<file path="src/rtl/icgtn_ctrl_pkg.sv">
// Shared types and helpers for the icgtn clock-gate enable sequencer.
package icgtn_ctrl_pkg;

  typedef enum logic [2:0] {
    StOff  = 3'd0,
    StPend = 3'd1,
    StWarm = 3'd2,
    StOn   = 3'd3,
    StIdle = 3'd4
  } dom_st_e;

  // Width that holds the largest of the three count values.
  function automatic int unsigned cnt_width(input int unsigned a, input int unsigned b,
                                            input int unsigned c);
    int unsigned m;
    m = a;
    if (b > m) m = b;
    if (c > m) m = c;
    return $clog2(m + 1);
  endfunction

endpackage

</file>
<file path="src/rtl/icgtn_rr_arb.sv">
// Round-robin single grant with a post-grant stagger window.
module icgtn_rr_arb #(
  parameter int unsigned NDOM    = 4,
  parameter int unsigned STAGGER = 1,
  parameter int unsigned CW      = 4
) (
  input  logic            CLK,
  input  logic            RST,
  input  logic            hold,
  input  logic [NDOM-1:0] req,
  output logic [NDOM-1:0] gnt
);

  localparam int unsigned PW = (NDOM > 1) ? $clog2(NDOM) : 1;

  logic [PW-1:0] ptr_q, ptr_d, sel;
  logic [CW-1:0] stg_q, stg_d;
  logic          found;

  always_comb begin
    gnt   = '0;
    ptr_d = ptr_q;
    stg_d = stg_q;
    sel   = '0;
    found = 1'b0;
    if (!hold) begin
      if (stg_q != '0) begin
        stg_d = stg_q - CW'(1);
      end else begin
        // First pass from the pointer upwards, second pass wraps to index 0.
        for (int i = 0; i < NDOM; i++) begin
          if (!found && req[i] && (PW'(i) >= ptr_q)) begin
            found = 1'b1;
            sel   = PW'(i);
          end
        end
        for (int i = 0; i < NDOM; i++) begin
          if (!found && req[i]) begin
            found = 1'b1;
            sel   = PW'(i);
          end
        end
        if (found) begin
          gnt   = NDOM'(1) << sel;
          ptr_d = (sel == PW'(NDOM - 1)) ? '0 : sel + PW'(1);
          stg_d = CW'(STAGGER);
        end
      end
    end
  end

  always_ff @(posedge CLK or posedge RST) begin
    if (RST) begin
      ptr_q <= '0;
      stg_q <= '0;
    end else begin
      ptr_q <= ptr_d;
      stg_q <= stg_d;
    end
  end

endmodule

</file>
<file path="src/rtl/icgtn_enable_ctrl.sv">
// Enable sequencer for a bank of negative-edge ICGs: staggered wake, idle-timed close.
// Optional scan override ports SE/TE are built when ICGCTRL_SCAN_OVERRIDE_EN is defined.
module icgtn_enable_ctrl
  import icgtn_ctrl_pkg::*;
#(
  parameter int unsigned NDOM     = 4,
  parameter int unsigned WAKE_LAT = 2,
  parameter int unsigned IDLE_CYC = 8,
  parameter int unsigned STAGGER  = 1
) (
  input  logic            CLK,
  input  logic            RST,
  input  logic [NDOM-1:0] REQ,
`ifdef ICGCTRL_SCAN_OVERRIDE_EN
  input  logic            SE,
  output logic [NDOM-1:0] TE,
`endif
  output logic [NDOM-1:0] E,
  output logic [NDOM-1:0] ACK,
  output logic            BUSY
);

  localparam int unsigned CW = cnt_width(WAKE_LAT, IDLE_CYC, STAGGER);

  logic            hold;
  logic [NDOM-1:0] arb_req, gnt, e_d, ack_d, e_q, ack_q;
  logic            busy_q;

`ifdef ICGCTRL_SCAN_OVERRIDE_EN
  assign hold = SE;
  assign TE   = {NDOM{SE}};
  assign ACK  = ack_q | {NDOM{SE}};
`else
  assign hold = 1'b0;
  assign ACK  = ack_q;
`endif

  assign E    = e_q;
  assign BUSY = busy_q;

  icgtn_rr_arb #(
    .NDOM    (NDOM),
    .STAGGER (STAGGER),
    .CW      (CW)
  ) u_arb (
    .CLK  (CLK),
    .RST  (RST),
    .hold (hold),
    .req  (arb_req),
    .gnt  (gnt)
  );

  for (genvar g = 0; g < NDOM; g++) begin : g_dom
    dom_st_e       st_q, st_d;
    logic [CW-1:0] cnt_q, cnt_d;

    // A withdrawn PEND request must not consume a grant.
    assign arb_req[g] = (st_q == StPend) && REQ[g];

    always_comb begin
      st_d  = st_q;
      cnt_d = cnt_q;
      if (!hold) begin
        unique case (st_q)
          StOff:  if (REQ[g]) st_d = StPend;
          StPend: begin
            if (!REQ[g]) begin
              st_d = StOff;
            end else if (gnt[g]) begin
              st_d  = StWarm;
              cnt_d = CW'(WAKE_LAT - 1);
            end
          end
          StWarm: begin
            if (cnt_q == '0) st_d = StOn;
            else             cnt_d = cnt_q - CW'(1);
          end
          StOn: begin
            if (!REQ[g]) begin
              st_d  = StIdle;
              cnt_d = CW'(IDLE_CYC - 1);
            end
          end
          StIdle: begin
            if (REQ[g]) begin
              st_d  = StOn;
              cnt_d = '0;
            end else if (cnt_q == '0) begin
              st_d = StOff;
            end else begin
              cnt_d = cnt_q - CW'(1);
            end
          end
          default: begin
            st_d  = StOff;
            cnt_d = '0;
          end
        endcase
      end
    end

    assign e_d[g]   = (st_d == StWarm) || (st_d == StOn) || (st_d == StIdle);
    assign ack_d[g] = (st_d == StOn) || (st_d == StIdle);

    always_ff @(posedge CLK or posedge RST) begin
      if (RST) begin
        st_q  <= StOff;
        cnt_q <= '0;
      end else begin
        st_q  <= st_d;
        cnt_q <= cnt_d;
      end
    end
  end

  always_ff @(posedge CLK or posedge RST) begin
    if (RST) begin
      e_q    <= '0;
      ack_q  <= '0;
      busy_q <= 1'b0;
    end else begin
      e_q    <= e_d;
      ack_q  <= ack_d;
      busy_q <= |e_d;
    end
  end

endmodule

</file>
<file path="config.mk">
export PLATFORM = sky130hd
export DESIGN_NAME = icgtn_enable_ctrl
export DESIGN_NICKNAME = d
export VERILOG_FILES = /design/src/rtl/icgtn_ctrl_pkg.sv /design/src/rtl/icgtn_rr_arb.sv /design/src/rtl/icgtn_enable_ctrl.sv
export SDC_FILE = /design/constraint.sdc
export NUM_CORES = 1
export LEC_CHECK = 0
export ABC_AREA = 1
export ABC_CLOCK_PERIOD_IN_PS = 3000
export BUFFER_PORTS_ARGS = -buffer_cell sky130_fd_sc_hd__buf_2
export CORE_MARGIN = 2
export CORE_UTILIZATION = 49
export CTS_BUF_LIST = sky130_fd_sc_hd__clkbuf_16
export DETAILED_ROUTE_END_ITERATION = 16
export PLACE_DENSITY = 0.66
export SETUP_SLACK_MARGIN = 0.1
export SKIP_CTS_REPAIR_TIMING = 1
export SYNTH_ARGS = -nofsm -noshare
export SYNTH_HDL_FRONTEND = slang
export SYNTH_SLANG_ARGS = --single-unit
</file>
<file path="constraint.sdc">
create_clock -name CLK -period 3 [get_ports CLK]
set_clock_uncertainty 0.15 [all_clocks]
set_input_delay 0.6 -clock CLK [delete_from_list [all_inputs] [get_ports CLK]]
set_output_delay 0.6 -clock CLK [all_outputs]
set_load 0.01 [all_outputs]
</file>
# After elaboration in Yosys (flattened, before gate mapping)
# Index checks and enable logic that the tools add are counted.
dict set report word_totals {
  out_inout_bits 9
  regBits 43
  input_bits 6
  word_cells 205
}
dict set report op_classes {
  n_shift 1
  n_eq_ne 41
  addsub 6
  muxes 85
  n_lt_le_gt_ge 4
  bitwise_logic 5
  reduce_logical 50
}
# cell n
set op_table {}
lappend op_table {{4-bit 2-to-1 mux} 24}
lappend op_table {{3-bit 2-to-1 mux} 28}
lappend op_table {{4-bit one-hot mux with 5 select lines} 4}
lappend op_table {{3-bit one-hot mux with 5 select lines} 4}
lappend op_table {{3-bit by 2-bit equality test with 1-bit output (second input constant)} 16}
lappend op_table {{3-bit equality test (second input constant)} 8}
lappend op_table {{2-bit != test (second input constant)} 12}
lappend op_table {{4-bit by 1-bit subtractor with 4-bit output (second input constant)} 5}
lappend op_table {{1-bit 2-to-1 mux} 17}
lappend op_table {{4-bit logical NOT} 4}
lappend op_table {{2-bit 2-to-1 mux} 8}
lappend op_table {{4-bit AND reduction} 4}
lappend op_table {{1-bit logical AND} 15}
lappend op_table {{3-bit by 1-bit equality test with 1-bit output (second input constant)} 4}
lappend op_table {{3-bit logical NOT} 4}
lappend op_table {{1-bit logical OR} 12}
lappend op_table {{1-bit logical NOT} 7}
lappend op_table {{1-bit inverter} 5}
lappend op_table {{1-bit by 2-bit >= comparator with 1-bit output (first input constant)} 2}
lappend op_table {{2-bit >= comparator (first input constant)} 2}
lappend op_table {{4-bit nonzero test} 1}
lappend op_table {{4-bit OR reduction} 1}
lappend op_table {{1-bit by 2-bit left shift with 4-bit output (first input constant)} 1}
lappend op_table {{2-bit by 1-bit adder with 2-bit output (second input constant)} 1}
lappend op_table {{other kinds (3)} 3}

# Longest topological paths before layout
# Gate-level depths: netlist (run 1).
dict set report depth {
  word_depth 46
  mapped_depth 17
  ltp_nobuf 17
}

# Cells and area by module
# A second synthesis (run 1) with hierarchy kept.
dict set report hier_totals {
  cells_unflattened 375
  hier_area_um2 2678.8
}
# module area_per_inst_um2 instances cells_per_inst seq_area_each_um2
set by_module_without_submodules {}
lappend by_module_without_submodules {icgtn_enable_ctrl 2148.3 1 299 925.9}
lappend by_module_without_submodules {icgtn_rr_arb 530.5 1 76 150.1}

# Least setup slack after synthesis (run 1)
# No wires, ideal clock.
dict set report synth_timing {
  kind {input to register}
  startpoint {input REQ[1]}
  endpoint {register g_dom[2].cnt_q[3]}
  t_arrival_ns 2.348
  setup_slack_ns 0.429
  path_buffers 0
  path_stages 15
  setup_time_ns 0.073
  required_ns 2.777
  cell_sequence {inv_2 nor2_1 nand3b_1 nand2_1 nor2_2 nand2_1 nor2_1 nand2_1 o21ai_0 ha_1 inv_1 o31ai_4 nand3_2 or2_1 a21oi_2}
}
dict set report synth_between {
  elab_chain_cells 36
  word_cells_on_any_way 44
  classes_between {1 x eq/ne; 1 x shift; 24 x mux; 18 x reduce/logical}
}
# element line_no
set synth_lines {}
lappend synth_lines {{start, declared} icgtn_enable_ctrl.sv:13} ;# input logic [NDOM-1:0] REQ,
lappend synth_lines {{1-bit logical AND (*)} icgtn_enable_ctrl.sv:58} ;# assign arb_req[g] = (st_q == StPend) && REQ[g];
lappend synth_lines {{1-bit logical AND (2 in series)} icgtn_rr_arb.sv:32} ;# if (!found && req[i] && (PW'(i) >= ptr_q)) begin
lappend synth_lines {{1-bit 2-to-1 mux} icgtn_rr_arb.sv:32}
lappend synth_lines {{1-bit 2-to-1 mux} icgtn_rr_arb.sv:27} ;# if (stg_q != '0) begin
lappend synth_lines {{1-bit logical NOT} icgtn_rr_arb.sv:32}
lappend synth_lines {{1-bit logical AND (2 in series)} icgtn_rr_arb.sv:32}
lappend synth_lines {{1-bit 2-to-1 mux} icgtn_rr_arb.sv:32}
lappend synth_lines {{1-bit 2-to-1 mux} icgtn_rr_arb.sv:27}
lappend synth_lines {{[18 not listed]} n/a}
lappend synth_lines {{1-bit logical AND} icgtn_rr_arb.sv:38} ;# if (!found && req[i]) begin
lappend synth_lines {{2-bit 2-to-1 mux} icgtn_rr_arb.sv:38}
lappend synth_lines {{2-bit 2-to-1 mux} icgtn_rr_arb.sv:27}
lappend synth_lines {{1-bit by 2-bit left shift with 4-bit output} icgtn_rr_arb.sv:44} ;# gnt = NDOM'(1) << sel;
lappend synth_lines {{4-bit 2-to-1 mux (*)} icgtn_rr_arb.sv:43} ;# if (found) begin
lappend synth_lines {{4-bit 2-to-1 mux (*)} icgtn_rr_arb.sv:27}
lappend synth_lines {{2-bit != test (no line) (*)} n/a}
lappend synth_lines {{4-bit AND reduction (no line) (*)} n/a}
lappend synth_lines {{end signal, assigned} icgtn_enable_ctrl.sv:111} ;# cnt_q <= cnt_d;
lappend synth_lines {{end, declared} icgtn_enable_ctrl.sv:55} ;# logic [CW-1:0] cnt_q, cnt_d;
# Mark *: on every way between the ends. The rest lies on a longest branch, timed or not. The select of a mux whose other input is x is not followed.
# A chain may end at the register's enable or synchronous reset.

# Worst setup path after layout (run 1)
# Same ends and word-level chain as after synthesis.

==> flow_summary.ini, run 1 <==
[placement]
port_buffers = 14
dp_slack_ps = 43.1
dp_hpwl_mm = 3.97
gp_congestion = 0.872
placed_cells = 439
place_area_um2 = 2790

[cts]
cts_tree = done
cts_max_level = 2
clockRootBuffer = clkbuf_16
cts_made_buffers = 5
clk_path_buf_depth = 2
clock_sinks = 43
clk_pin_slew_ps = 60
clk-insertion-delay-late_ps = 280

[critical_path]
r2r_start = g_dom[3].st_q[2]$_DFF_PP0_
crit_fanout = 8
critPathKind = primary input to flip-flop
worst_setup_path_start_kind = primary input
cp-end-kind = flip-flop
crit_chain = buf_2 -> inv_2 -> nor2_1 -> nand3b_1 -> nand2_1 -> nor2_2 -> nand2_1 -> nor2_1 -> nand2_1 -> o21ai_1 -> ha_2 -> inv_1 -> o31ai_4 -> nand3_2 -> or2_1 -> a21oi_2
slowest_stage = or2_1
r2r_setup_slack_ps = 370
cpMostUsedCell = nand2_1
critical_path_required_ps = 3070
critPathLaunch = REQ[1]
slowest_delay_ps = 260
arrival_ps = 2720

[yosys]
synthDistinctLibCells = 39
synth_seq_area_share_pct = 41.0
synth-async-reset-ratio_pct = 100
ys_seq_elements = 43
ys.warnings.count = 0
synthCells = 354
synthesis.nets = 368
ys.flop_type = dfrtp_1
netlist_area_um2 = 2630
avgSynthCellArea_um2 = 7.42
synth_edf_count = 0

[sta]
setup_slack_ps = 342
finalSetupTns_ps = 0
relSlewSlack_pct = 45.1
drv_slew = 0
fin_crit_sh_pct = 88.6
fmax_mhz = 376
tightest_slew_ps = 818
rsz0062_at_grt = false
setup_viol = 0
finalCriticalPeriod_ps = 2660
final_hold_viol_count = 0

[detailed_routing]
drtPass1Iterations = 6
wl_per_cell_um = 11.8
ant_nets = 0
drt-initial-drc-count = 88
routed_wl_mm = 5.27
num_vias = 2273
drc = 0
via_per_inst = 5.09

[power_and_ir_drop]
power_leakage_uw = 0.00154
vdd_drop_max_v = 0.000458
p_per_area_nw_per_um2 = 1080

[final_layout]
syn_to_final_growth_pct = 12.6
antenna_cells = 0
final_cell_mix = nand2_1, inv_1, dfrtp_1, nor2_1, nand3_1
post-route-cell-area_um2 = 2960
final_nets = 390
fin_util_pct = 57.5
final_cells = 447
final_layout_size_suffix_gt1_share_pct = 11.7
mostFrequentLayoutCell = nand2_1

[min_path]
hp-class = primary input to asynchronous set/reset pin

[floorplanning]
die-area_um2 = 5960
start_util_pct = 51.1
placement_rows = 26
io-pin-count = 15
core_um2 = 5140
die_x_um = 77.2
die_h_um = 77.2

[grt]
grt_use_total_pct = 19.4
grt_pass1_vias = 2177
gr-total-overflow = 0
grt_start_max_net_pins = 24
grt_pass1_wl_mm = 9.39
antenna_found_initial = 0

[flow_run]
cap_violations = 0

[run_status]
status = completed
[worst max-delay path, delay by kind of cell]
| family | cells | cell delay [ps] |
|---|---|---|
| compound gates | 3 | 510 |
| fa+ha+maj | 1 | 220 |
| buf+inv | 3 | 260 |
| simple gates | 9 | 1120 |
[registers in the layout, summed over array words and instances (netlist names)]
name and count:
g_dom.cnt_q 16, g_dom.st_q 12, ACK 4, E 4, u_arb.stg_q 4, u_arb.ptr_q 2
BUSY 1
[where the power goes]
| group | switching, uW | internal [uW] |
|---|---|---|
| Clock | 217 | 388 |
| Combinational | 1050 | 593 |
| Sequential | 170 | 790 |
| Total | 1440 | 1770 |
[final cells by class]
type | count | area [um^2]
fill | 529 | 2180
multi-input combinational | 234 | 1260
sequential | 43 | 1080
inverter | 76 | 285
clock buffer | 5 | 125
tap | 70 | 87.6
timing repair buffer | 16 | 85.1
clock inverter | 3 | 38.8
[Yosys cell counts, types with 3 or more instances]
master | instances | area, um^2
dfrtp_1 | 43 | 1080
nand2_2 | 3 | 18.8
nand3_1 | 24 | 120
inv_1 | 72 | 270
a21oi_1 | 11 | 55.1
nand2_1 | 80 | 300
nand4_1 | 9 | 56.3
inv_2 | 4 | 15.0
nor3_1 | 7 | 35.0
o22ai_1 | 4 | 25.0
ha_1 | 8 | 100
o21ai_1 | 3 | 15.0
nor2_1 | 33 | 124
o21ai_0 | 17 | 85.1
xor2_1 | 4 | 35.0
[layer usage]
layer | track usage [%] | share of wire, % | vias up
met3 | 3.76 | 2.9 | 6
met2 | 31.9 | 47 | 31
met4 | 7.14 | 1.6 | 0
met5 | 0 | 0 | -
li1 | - | - | 1169
met1 | 25.3 | 49 | 1067
[path summary, 6_finish.rpt]
path                                                 endpoint  cells after the start
min in group CLK                   u_arb.stg_q[0]$_DFFE_PP0P_                      1
worst min-delay path            g_dom[1].cnt_q[2]$_DFFE_PP0P_                      2
worst max-delay path            g_dom[2].cnt_q[3]$_DFFE_PP0P_                     16
worst max register to register  g_dom[2].cnt_q[3]$_DFFE_PP0P_                     16
worst min register to register     u_arb.stg_q[0]$_DFFE_PP0P_                      1
max in group asynchronous       g_dom[0].cnt_q[2]$_DFFE_PP0P_                      3
[per-stage QoR]
| step | hold slack (ps) | power [uW] |
|---|---|---|
| 2_1_floorplan | 273 | 2230 |
| 3_3_place_gp | 308 | 2560 |
| 3_5_place_dp | 318 | 2600 |
| 4_1_cts | 239 | 3230 |
| 5_1_grt | 271 | 3530 |
| 6_report | 218 | 3210 |
[cell families (layout without fill, tap and decap cells)]
group / count (synthesis) / after routing / share of synthesized area (%)
buf+inv: 77 / 100 / 11.1
fa+ha+maj: 8 / 8 / 3.81
flops: 43 / 43 / 41.0
simple gates: 170 / 170 / 30.2
compound gates: 49 / 49 / 11.5
xor+xnor: 6 / 6 / 2.00
mux: 1 / 1 / 0.429
Power figures use the tool's default switching activity.
==> run 2: changes to the inputs <==
ABC_CLOCK_PERIOD_IN_PS = 3200   (was 3000)
CORE_UTILIZATION = 60   (was 49)
PLACE_DENSITY = 0.79   (was 0.66)
clock period = 3.2 ns   (was 3 ns; I/O delays follow)
==> run 2 against run 1 <==
Net effect: non-clock buffer count unchanged; clock-buffer cell count unchanged; sequential power fell by 5.9%; register-to-register slack better by 160 ps; combinational power is 7% lower; critical endpoint unchanged; largest power group unchanged.
==> flow_summary.ini, run 2 (synthesis results as in run 1) <==
[run_status]
status = completed

[critical_path]
critPathKind = primary input to flip-flop
crit_fanout = 8
reg2regPathDepth = 14
critical_path_required_ps = 3260
cp-end-kind = flip-flop
worst_setup_path_start_kind = primary input
arrival_ps = 2750

[detailed_routing]
drt-initial-drc-count = 129
routed_wl_mm = 4.96
num_vias = 2271
via_per_inst = 5.31
drc = 0
ant_nets = 0
wl_per_cell_um = 11.6
drtPass1Iterations = 4

[power_and_ir_drop]
vdd_drop_max_v = 0.000518
finalPower_uw = 2890
intPower_uw = 1570
power_leakage_uw = 0.00153
p_per_area_nw_per_um2 = 995
switching_share_pct = 45.5
netSwitchingPower_uw = 1310
seq_power_share_pct = 31.3
comb_power_share_pct = 52.5
clkPwrFrac_pct = 16.2

[final_layout]
fin_util_pct = 67.6
final_cell_mix = nand2_1, inv_1, dfrtp_1, nor2_1, nand3_1
top_regs = g_dom.cnt_q: 16 flops, g_dom.st_q: 12 flops
mostFrequentLayoutCell = nand2_1
final_cells = 428
final_nets = 390
largest_reg_flops = 16
final_layout_size_suffix_gt1_share_pct = 11.2
fill_cells = 360
top_register = g_dom.cnt_q
syn_to_final_growth_pct = 10.5
antenna_cells = 0

[grt]
gr-total-overflow = 0
grt_pass1_wl_mm = 8.86
grt_start_max_net_pins = 26
grt_pass1_vias = 2153
grt_use_total_pct = 22.5
antenna_found_initial = 0

[sta]
tightest_slew_ps = 698
fin_crit_sh_pct = 83.8
drv_slew = 0
relSlewSlack_pct = 53.2
setup_viol = 0
rsz0062_at_grt = false
fmax_mhz = 373
setup_slack_ps = 517
final_hold_viol_count = 0
finalSetupTns_ps = 0
finalCriticalPeriod_ps = 2680

[placement]
dp_hpwl_mm = 3.80
gp_congestion = 0.968
dp_slack_ps = 241
port_buffers = 14
placed_cells = 421

[cts]
clockRootBuffer = clkbuf_16
clk_pin_slew_ps = 60
clock_sinks = 43
cts_made_buffers = 5
cts_max_level = 2
clk_path_buf_depth = 2
clk-insertion-delay-late_ps = 280
cts_tree = done

[floorplanning]
die_h_um = 70.2
placement_rows = 24
die-area_um2 = 4920
core_um2 = 4290
start_util_pct = 61.2
io-pin-count = 15
die_x_um = 70.2

[flow_run]
cap_violations = 0

[min_path]
hp-class = primary input to asynchronous set/reset pin
-- run 2: metal layers --
metal	vias up	share of wire, %	GRT usage (%)
li1	1176	-	-
met1	1053	48	29.9
met2	34	48	36.5
met3	8	2.9	4.76
met4	0	1.5	8.12
met5	-	0	0
-- run 2: critical path, cell delays in order --
cell and delay [ps]:
buf_2 130, inv_2 70, nor2_1 50, nand3b_1 100
nand2_1 80, nor2_2 170, nand2_1 90, nor2_1 140
nand2_1 60, o21ai_0 140, ha_1 230, inv_1 70
o31ai_4 240, nand3_2 160, or2_1 250, a21oi_2 110
-- run 2: worst paths after layout --
path	start	endpoint	slack, ps
setup / recovery	REQ[1]	g_dom[2].cnt_q[3]$_DFFE_PP0P_	520
hold / removal	RST	g_dom[3].cnt_q[2]$_DFFE_PP0P_	230
setup reg to reg	g_dom[2].st_q[1]$_DFF_PP0_	g_dom[2].cnt_q[3]$_DFFE_PP0P_	530
hold reg to reg	g_dom[1].cnt_q[0]$_DFFE_PP0P_	g_dom[1].cnt_q[0]$_DFFE_PP0P_	340
max in group asynchronous	RST	g_dom[3].st_q[2]$_DFF_PP0_	1980
min in group CLK	g_dom[1].cnt_q[0]$_DFFE_PP0P_	g_dom[1].cnt_q[0]$_DFFE_PP0P_	340
-- run 2: power groups by stage --
stage | clock, uW | combinational [uW] | sequential [uW]
floorplan | 0 | 1200 | 888
global placement | 0 | 1470 | 904
detailed placement | 0 | 1510 | 908
CTS | 483 | 1520 | 902
global route | 499 | 1770 | 931
finish | 467 | 1520 | 903
-- run 2: cell type report --
| type | count | area (um^2) | area share [%] |
|---|---|---|---|
| clock buffer | 5 | 125 | 4.31 |
| clock inverter | 2 | 8.76 | 0.302 |
| inverter | 76 | 285 | 9.83 |
| multi-input combinational | 234 | 1260 | 43.3 |
| sequential | 43 | 1080 | 37.1 |
| tap | 52 | 65.1 | 2.24 |
| timing repair buffer | 16 | 85.1 | 2.93 |
-- run 2: through the flow --
step	area [um^2]	hold WS, ps
6_report	2900	226
5_1_grt	2900	269
4_1_cts	2900	241
3_3_place_gp	2770	311
2_1_floorplan	2630	273
3_5_place_dp	2770	319
==> run 3: changes to the inputs <==
ABC_CLOCK_PERIOD_IN_PS = 2220   (was 3200)
CORE_UTILIZATION = 55   (was 60)
PLACE_DENSITY = 0.76   (was 0.79)
clock period = 2.22 ns   (was 3.2 ns; I/O delays follow)
==> run 3 against run 2 <==
Net effect: the run now ends with negative hold slack left; global-route usage shrank 0.72 points; final area rose by 19%; register-to-register slack worse by 520 ps; non-clock buffer count rose by 41; hold slack got worse by 240 ps; clock power is 99% higher; clock-buffer cell count did not move; combinational power is 99% higher; highest routed layer unchanged.
==> flow_summary.ini, run 3 (synthesis results as in run 1) <==
[power_and_ir_drop]
vdd_drop_max_v = 0.000845
p_per_area_nw_per_um2 = 1520
power_leakage_uw = 0.00181

[critical_path]
critical_path_required_ps = 2280
timing.rr.end = g_dom[2].cnt_q[3]$_DFFE_PP0P_
cp_num_cells = 15
cp_top_family = simple AND/OR/NAND/NOR gates
worst_setup_path_start_kind = flip-flop
arrival_ps = 2280
reg2regPathDepth = 15
path_buf_inv = 3
slowest_delay_ps = 390
r2r_start = g_dom[3].st_q[2]$_DFF_PP0_
crit_chain = inv_2 -> nand2_2 -> nor2_4 -> nand2_2 -> nand2_2 -> nor2_4 -> nand2_2 -> o21ai_1 -> inv_1 -> ha_2 -> inv_2 -> o31ai_4 -> nand3_2 -> or2_1 -> a21oi_2
slowest_stage = dfrtp_1
crit_fanout = 3
cpMostUsedCell = nand2_2
r2r_setup_slack_ps = 6
critPathKind = flip-flop to flip-flop
cp-end-kind = flip-flop

[grt]
grt_start_max_net_pins = 31
grt_use_total_pct = 21.8
gr-total-overflow = 0
grt_pass1_vias = 2167
antenna_found_initial = 0
grt_pass1_wl_mm = 9.06

[final_layout]
syn_to_final_growth_pct = 31.5
mostFrequentLayoutCell = inv_1
antenna_cells = 0
largest_reg_flops = 16
fill_cells = 320
top_regs = g_dom.cnt_q: 16 flops, g_dom.st_q: 12 flops
final_nets = 431
final_layout_size_suffix_gt1_share_pct = 27.5
top_register = g_dom.cnt_q
final_cells = 472
final_cell_mix = inv_1, nand2_1, dfrtp_1, buf_4, nor2_1

[sta]
setup_slack_ps = 5.50
rsz0062_at_grt = true
hold_slack_ps = -11.1
relSlewSlack_pct = 62.9
finalCriticalPeriod_ps = 2210
setup_viol = 0
tightest_slew_ps = 554
final_hold_viol_count = 13
drv_slew = 0
fmax_mhz = 452
fin_crit_sh_pct = 99.8

[detailed_routing]
wl_met1_mm = 2.66
met2WireLength_mm = 2.95
wl_per_cell_um = 12.4
num_vias = 2424
drtPass1Iterations = 4
routed-wl-met3_um = 176
drt-initial-drc-count = 135
drc = 0
routed_wl_mm = 5.85
ant_nets = 0
via_per_inst = 5.14
top_layer_used = met4

[cts]
clock_sinks = 43
clockRootBuffer = clkbuf_16
cts_tree = done
clk_path_buf_depth = 2
cts_made_buffers = 5
clk_pin_slew_ps = 60
cts_max_level = 2
clk-insertion-delay-late_ps = 280

[run_status]
status = finished with violations
failed_checks = negative hold slack

[placement]
port_buffers = 14
dp_hpwl_mm = 4.15
placed_cells = 462
gp_congestion = 0.938
dp_slack_ps = -239

[floorplanning]
start_util_pct = 56.3
die-area_um2 = 5340
placement_rows = 25
core_um2 = 4660
die_x_um = 73.1
die_h_um = 73.1
io-pin-count = 15

[flow_run]
cap_violations = 0

[min_path]
hp-class = primary input to asynchronous set/reset pin
-- run 3: cell count changes in the layout (fill, tap and decap cells not counted), sizes merged --
cell    change
inv         +1
bufinv      +2
clkinv      -2
buf        +41
-- run 3: where the power goes --
part           internal [uW]  leakage, uW  total (uW)  switching [uW]
combinational           1290      0.00115        3020            1730
sequential              1070     0.000572        1290             219
clock                    640    0.0000952         930             290
total                   3000      0.00181        5240            2240
-- run 3: how the worst max path moves through the flow --
stage                                          start                             to
after floorplan                               REQ[1]  g_dom[2].cnt_q[3]$_DFFE_PP0P_
after global placement                        REQ[1]  g_dom[2].cnt_q[3]$_DFFE_PP0P_
after detailed placement                      REQ[1]  g_dom[2].cnt_q[3]$_DFFE_PP0P_
after CTS                 g_dom[3].st_q[2]$_DFF_PP0_  g_dom[2].cnt_q[3]$_DFFE_PP0P_
after global routing      u_arb.ptr_q[1]$_DFFE_PP0P_  g_dom[2].cnt_q[3]$_DFFE_PP0P_
final                     g_dom[3].st_q[2]$_DFF_PP0_  g_dom[2].cnt_q[3]$_DFFE_PP0P_
-- run 3: area by class of cell --
cell class	instances	area (um^2)	share of cell area (%)
tap	54	67.6	1.96
sequential	43	1080	31.1
timing repair buffer	57	405	11.7
multi-input combinational	234	1420	41.0
clock inverter	3	63.8	1.85
clock buffer	5	125	3.62
inverter	76	300	8.69
-- run 3: metal layers --
layer	global-route usage (%)	vias up
met4	7.82	0
met5	0	-
met2	36.1	43
met1	28.7	1115
met3	3.45	8
li1	-	1258
-- run 3: through the flow --
stage          instance area (um^2)  utilization (%)  total power [uW]  hold WS (ps)  TNS, ps
2_1_floorplan                  2670                -              3070           273    -63.7
6_report                       3450             74.1              5240         -11.1        0
3_5_place_dp                   3120             67.0              3950           296    -3140
3_3_place_gp                   3120             67.0              3870           293    -1970
5_1_grt                        3450             74.1              5660          32.5    -1620
4_1_cts                        3310             71.0              4910         -5.20     -976
